[src/rtl/sonata_clk_pkg.sv]
// Sonata clock constants shared by the clock generator and
// by software-visible setup (UART baud, timer) in the SoC.
package sonata_clk_pkg;

  localparam real ClkInPeriodNs = 40.0;
  localparam int  ClkInFreqHz   = int'(1.0e9 / ClkInPeriodNs);

  localparam int MmcmMult   = 48;
  localparam int MmcmDivSys = 24;

  localparam longint VcoHz = longint'(ClkInFreqHz) * MmcmMult;

  localparam int SysClkFreqHz = int'(VcoHz / MmcmDivSys);
  localparam int SysClkHalfPs =
    int'(64'd500_000_000_000 / SysClkFreqHz);

  localparam int LockCyclesDef = 64;
  localparam int SyncStagesDef = 2;
  localparam int StretchDef    = 16;

endpackage

[src/rtl/rst_sync_stretch.sv]
// Async-assert / sync-release reset with a post-sync stretch.
// Release lands Stages + Stretch clock edges after rst drops.
module rst_sync_stretch #(
  parameter int Stages  = 2,
  parameter int Stretch = 16
) (
  input  logic clk,
  input  logic rst,
  output logic rst_n
);

  localparam int CntW = $clog2(Stretch + 1);

  logic [Stages-1:0] sync_q;
  logic [CntW-1:0]   cnt_q;
  logic [CntW-1:0]   cnt_d;
  logic              rst_n_q;

  always_comb begin
    cnt_d = cnt_q;
    if (sync_q[Stages-1] && cnt_q != CntW'(Stretch))
      cnt_d = cnt_q + 1'b1;
  end

  // rst_n is a flop, so release cannot glitch on the compare
  always_ff @(posedge clk or posedge rst) begin
    if (rst) begin
      sync_q  <= '0;
      cnt_q   <= '0;
      rst_n_q <= 1'b0;
    end else begin
      sync_q  <= {sync_q[Stages-2:0], 1'b1};
      cnt_q   <= cnt_d;
      rst_n_q <= sync_q[Stages-2] &&
                 (cnt_d == CntW'(Stretch));
    end
  end

  assign rst_n = rst_n_q;

endmodule

[src/rtl/sonata_clkgen.sv]
// Sonata clock/reset generator: board clock in, gated system
// clock plus synchronised active-low system reset out.
module sonata_clkgen
  import sonata_clk_pkg::*;
#(
  parameter int SimSysHalfPs  = SysClkHalfPs,
  parameter int SimLockCycles = LockCyclesDef,
  parameter int RstSyncStages = SyncStagesDef,
  parameter int RstStretch    = StretchDef
) (
  input  logic IO_CLK,
  input  logic IO_RST,
  output logic IO_CLK_BUF,
  output logic clk_sys,
  output logic rst_sys_n,
  output logic pll_locked
);
  timeunit 1ns;
  timeprecision 1ps;

  localparam int      LockW = $clog2(SimLockCycles + 1);
  localparam realtime HalfT = SimSysHalfPs * 1ps;

  logic             mainclk_buf;
  logic [LockW-1:0] lock_cnt;
  logic             model_locked;
  logic             osc = 1'b0;
  logic             lock_en;
  logic             rst_async;

  assign mainclk_buf = IO_CLK;
  assign IO_CLK_BUF  = mainclk_buf;

  // lock counter saturates so it never wraps back to unlocked
  always_ff @(posedge mainclk_buf or posedge IO_RST) begin
    if (IO_RST)
      lock_cnt <= '0;
    else if (lock_cnt != LockW'(SimLockCycles))
      lock_cnt <= lock_cnt + 1'b1;
  end

  assign model_locked = (lock_cnt == LockW'(SimLockCycles));
  assign pll_locked   = model_locked;

  always begin
    #(HalfT);
    osc <= ~osc;
  end

  // enable only moves while osc is low: no runt clk_sys pulses
  always_ff @(negedge osc or posedge IO_RST) begin
    if (IO_RST)
      lock_en <= 1'b0;
    else
      lock_en <= model_locked;
  end

  assign clk_sys   = osc & lock_en;
  assign rst_async = IO_RST | ~model_locked;

  rst_sync_stretch #(
    .Stages  (RstSyncStages),
    .Stretch (RstStretch)
  ) u_rst_sync (
    .clk   (clk_sys),
    .rst   (rst_async),
    .rst_n (rst_sys_n)
  );

endmodule

[config.mk]
export PLATFORM = sky130hd
export DESIGN_NAME = sonata_clkgen
export DESIGN_NICKNAME = d
export VERILOG_FILES = /design/src/rtl/sonata_clk_pkg.sv /design/src/rtl/rst_sync_stretch.sv /design/src/rtl/sonata_clkgen.sv
export SDC_FILE = /design/constraint.sdc
export NUM_CORES = 1
export LEC_CHECK = 0
export ABC_AREA = 1
export BUFFER_PORTS_ARGS = -buffer_cell sky130_fd_sc_hd__buf_2
export CORE_AREA = 10 10 47 49
export DETAILED_ROUTE_END_ITERATION = 8
export DIE_AREA = 0 0 57 59
export PLACE_DENSITY = 0.6
export SYNTH_ARGS = -nofsm -noshare
export SYNTH_HDL_FRONTEND = slang
export SYNTH_SLANG_ARGS = --single-unit --ignore-timing --ignore-initial --compat-mode --unroll-limit 50000
[constraint.sdc]
create_clock -name IO_CLK -period 1.5 [get_ports IO_CLK]
set_clock_uncertainty 0.2 [all_clocks]
set_input_delay 0.225 -clock IO_CLK [delete_from_list [all_inputs] [get_ports IO_CLK]]
set_output_delay 0.225 -clock IO_CLK [all_outputs]
set_load 0.05 [all_outputs]
## After elaboration in Yosys (flattened, before gate mapping)

Cells that the tools add are included.

- Register bits after elaboration: 7
- Bits of input ports: 2
- Output and inout port bits: 4
- Word-level logic and storage cells: 4

- Add/sub/neg operators: 1
- Equal/unequal tests: 2

Operators with widths:

| cell | number |
|---|---|
| $add 7x1->7 const B | 1 |
| $eq 7x7->1 const B | 1 |
| $ne 7x7->1 const B | 1 |

## Longest topological paths before layout

- Depth after elaboration: 1
- Mapped depth: 7
- Gate-level depth less buffers: 7

## Hierarchy

Synthesis repeated with hierarchy kept, for this count alone.

- Cells, all modules: 98
- Area total of the unflattened synthesis: 775.7 um2

Modules (own cells, without submodules):

| module | times used | cells each | area an instance (um2) | seq. area each (um2) |
|---|---|---|---|---|
| rst_sync_stretch | 1 | 51 | 391.6 | 200.2 |
| sonata_clkgen | 1 | 47 | 384.1 | 175.2 |

==> run metrics <==
Final Non-Filler Cells roughly 80; Final nets 70; share of layout cells above drive strength 1 about two fifths; Largest register FFs 7; Avg Vias per Cell about 4.3; maxcap violations 0; Setup crit end kind primary output; post-layout util 40.45%; CP bufs+invs 4; commonest non-fill, non-tap cell in the layout nand2_1; Reg with most FFs lock_cnt; Top Family by Delay on Critical Path flip-flops; global routing usage on met2 about 7.6%; setup violators final 1; GP Congestion 0.7281; row cnt 14; I/O Pins 6; Synth top area share 43.75%; failing checks negative setup slack; maximum VDD drop around 0.0011 V; First-pass DRT Iterations 4; # fillers 154; CP required between 1000 and 1500 ps; Mapped Area 400.4 µm²; final hold violation count 0; Combinational Power Share around 2.8%; crit path to pll_locked; leakage around 0.28 nW; antenna-violating nets left 0; switching power total 0.2171 mW; unrepaired setup endpoints after global routing true; R2R Path Start lock_cnt[1]$_DFFE_PP0P_; n_diodes 0; total grt overflow 0; sequential power share a little under 30%; synth warn 0; worst skew pair latency ~360 ps; final non-filler cell area 566.8 µm²; most frequent cells in the layout 12 x nand2_1, 7 x dfrtp_1, 7 x buf_4; cells after synthesis 50; fin crit period ~1800 ps; starting density of the core 28.57%; DRC Markers 0; full die area between 0.003 and 0.004 mm²; DRT Wirelength roughly 770 µm; Int Power approximately 0.43 mW; syn avg cell area 8.008 µm²; flops & latches, synth 7; worst slack, placed -51.03 ps; Regs by FF count lock_cnt: 7 flops; vias post-DR 352; Max stage delay cell, worst path dfrtp_1; DR WL/cell 9.469 µm; worst-case reg-to-reg path depth 9; Data arrival, critical path between 1000 and 1500 ps; period utilisation layout 117.5%; Worst-path clk slew 50 ps; worst-path cell chain inv_2, ha_4, nand2_2, inv_2, nand3_4, clkinvlp_4, buf_8; switching part of the total 33.68%; input/output buffers 3; number of global-route vias before repair 350; M3 GR Usage a little under 4%; HP Class input pin to async pin; pwr/cell area approximately 1100 mW/mm²; top post-synthesis cells by area dfrtp_1 44%, nand2_1 12%, inv_1 8.4%; fin worst setup slack -263.1 ps; cell taking the most area after synthesis dfrtp_1; area post-placement approximately 460 µm²; crit path launch lock_cnt[1]$_DFFE_PP0P_; CTS tree done; fin. max-slew vios 0; post-DP HPWL between 500 and 600 µm; area of the core approximately 0.0014 mm²; Die Span X ~57 µm; outcome finished with violations; Fmax 567.2 MHz; Worst Path Max Fanout 2; grt peak-use layer met2; clock share of power 67.9%; Area growth syn-to-layout 41.56%; initial antenna violation count 0; DP Cell Count 72; GRT met1 Usage approximately 3.8%; Vert. Die Dim between 50 and 60 µm; CP dominant cell by count inv_2; Cell variety after synth 14; Setup CP Type flip-flop to primary output; CP Launch Type flip-flop; Worst R2R Setup Slack 50 ps; critical path depth 7; CP max stage delay 380 ps; starting DRC count in detailed routing 7; total track usage 4.855%; share of the yosys chip area belonging to registers 43.75%; largest net degree at the start of global routing 8; first-pass GRT wire length 1221 µm; Worst R2R End lock_cnt[1]$_DFFE_PP0P_
[worst min-delay path, delay by kind of cell]
family / cells / cell delay (ps)
buf+inv: 3 / 860
[metal layers]
| metal | wire, µm | share of wire [%] | up-vias |
|---|---|---|---|
| met1 | 307 | 40 | 168 |
| met2 | 407 | 53 | 6 |
| met3 | 37 | 4.8 | 2 |
| met4 | 15 | 2.0 | 0 |
| met5 | 0 | 0 | - |
| li1 | - | - | 176 |
[cell usage after synthesis]
cell      count
nand4_1       2
dfrtp_1       7
nand3b_1      1
o21ai_1       1
xor2_1        2
nand2_1      13
buf_4         3
nand3_1       1
nor2_1        4
nand3_2       1
nor2_2        3
conb_1        1
ha_1          2
inv_1         9
[cells by family after synthesis]
logic type	share of synthesized area, %
AND/OR/NAND/NOR	29.37
flip-flops	43.75
AO/OA/AOI/OAI	1.249
adder cells (fa/ha/maj)	6.249
buffers and inverters	14.06
XOR/XNOR	4.376
other	0.9366
[final cells by class]
class / count / area, µm² / share of cell area [%]
Timing Repair Buffer: 10 / 82.58 / 14.57
Multi-Input combinational cell: 32 / 195.2 / 34.44
Clock buffer: 7 / 56.30 / 9.934
Inverter: 9 / 37.54 / 6.623
Sequential cell: 7 / 175.2 / 30.91
Tap cell: 16 / 20.02 / 3.532
[how the worst min path moves through the flow]
stage | start | end | slack (ps) | cells past startpoint
after floorplan | IO_RST | lock_cnt[0]$_DFFE_PP0P_ | -170 | 1
after global placement | IO_RST | lock_cnt[4]$_DFFE_PP0P_ | -30 | 2
after detailed placement | IO_RST | lock_cnt[3]$_DFFE_PP0P_ | -30 | 2
after global routing | IO_RST | lock_cnt[3]$_DFFE_PP0P_ | 170 | 3
after CTS | IO_RST | lock_cnt[3]$_DFFE_PP0P_ | 150 | 3
final | IO_RST | lock_cnt[3]$_DFFE_PP0P_ | 140 | 3
[power by group through the flow]
stage | Sequential [mW] | Clock, mW | Combinational [mW]
floorplan | 0.192 | 0.144 | 0.0179
global placement | 0.192 | 0.127 | 0.0160
detailed placement | 0.192 | 0.127 | 0.0160
CTS | 0.189 | 0.451 | 0.0181
global route | 0.189 | 0.458 | 0.0194
finish | 0.189 | 0.437 | 0.0181
[per-stage QoR]
stage	hold WS [ps]	TNS, ps	power (mW)
6_report	143.9	-263.1	0.6447
5_1_grt	168.6	-364.6	0.6665
3_3_place_gp	-34.18	-25.98	0.3354
2_1_floorplan	-171.6	0	0.3539
3_5_place_dp	-34.26	-51.03	0.3354
4_1_cts	146.9	-314.5	0.6578
[timing repair]
action,in CTS,in global routing
pin swaps,0,3
gates cloned,0,0
setup endpoints to repair,2,4
buffers inserted,1,1
resized for setup,8,5
endpoints found under the hold margin,7,0
hold buffers,1,0
(Power assumes the default switching activity.)
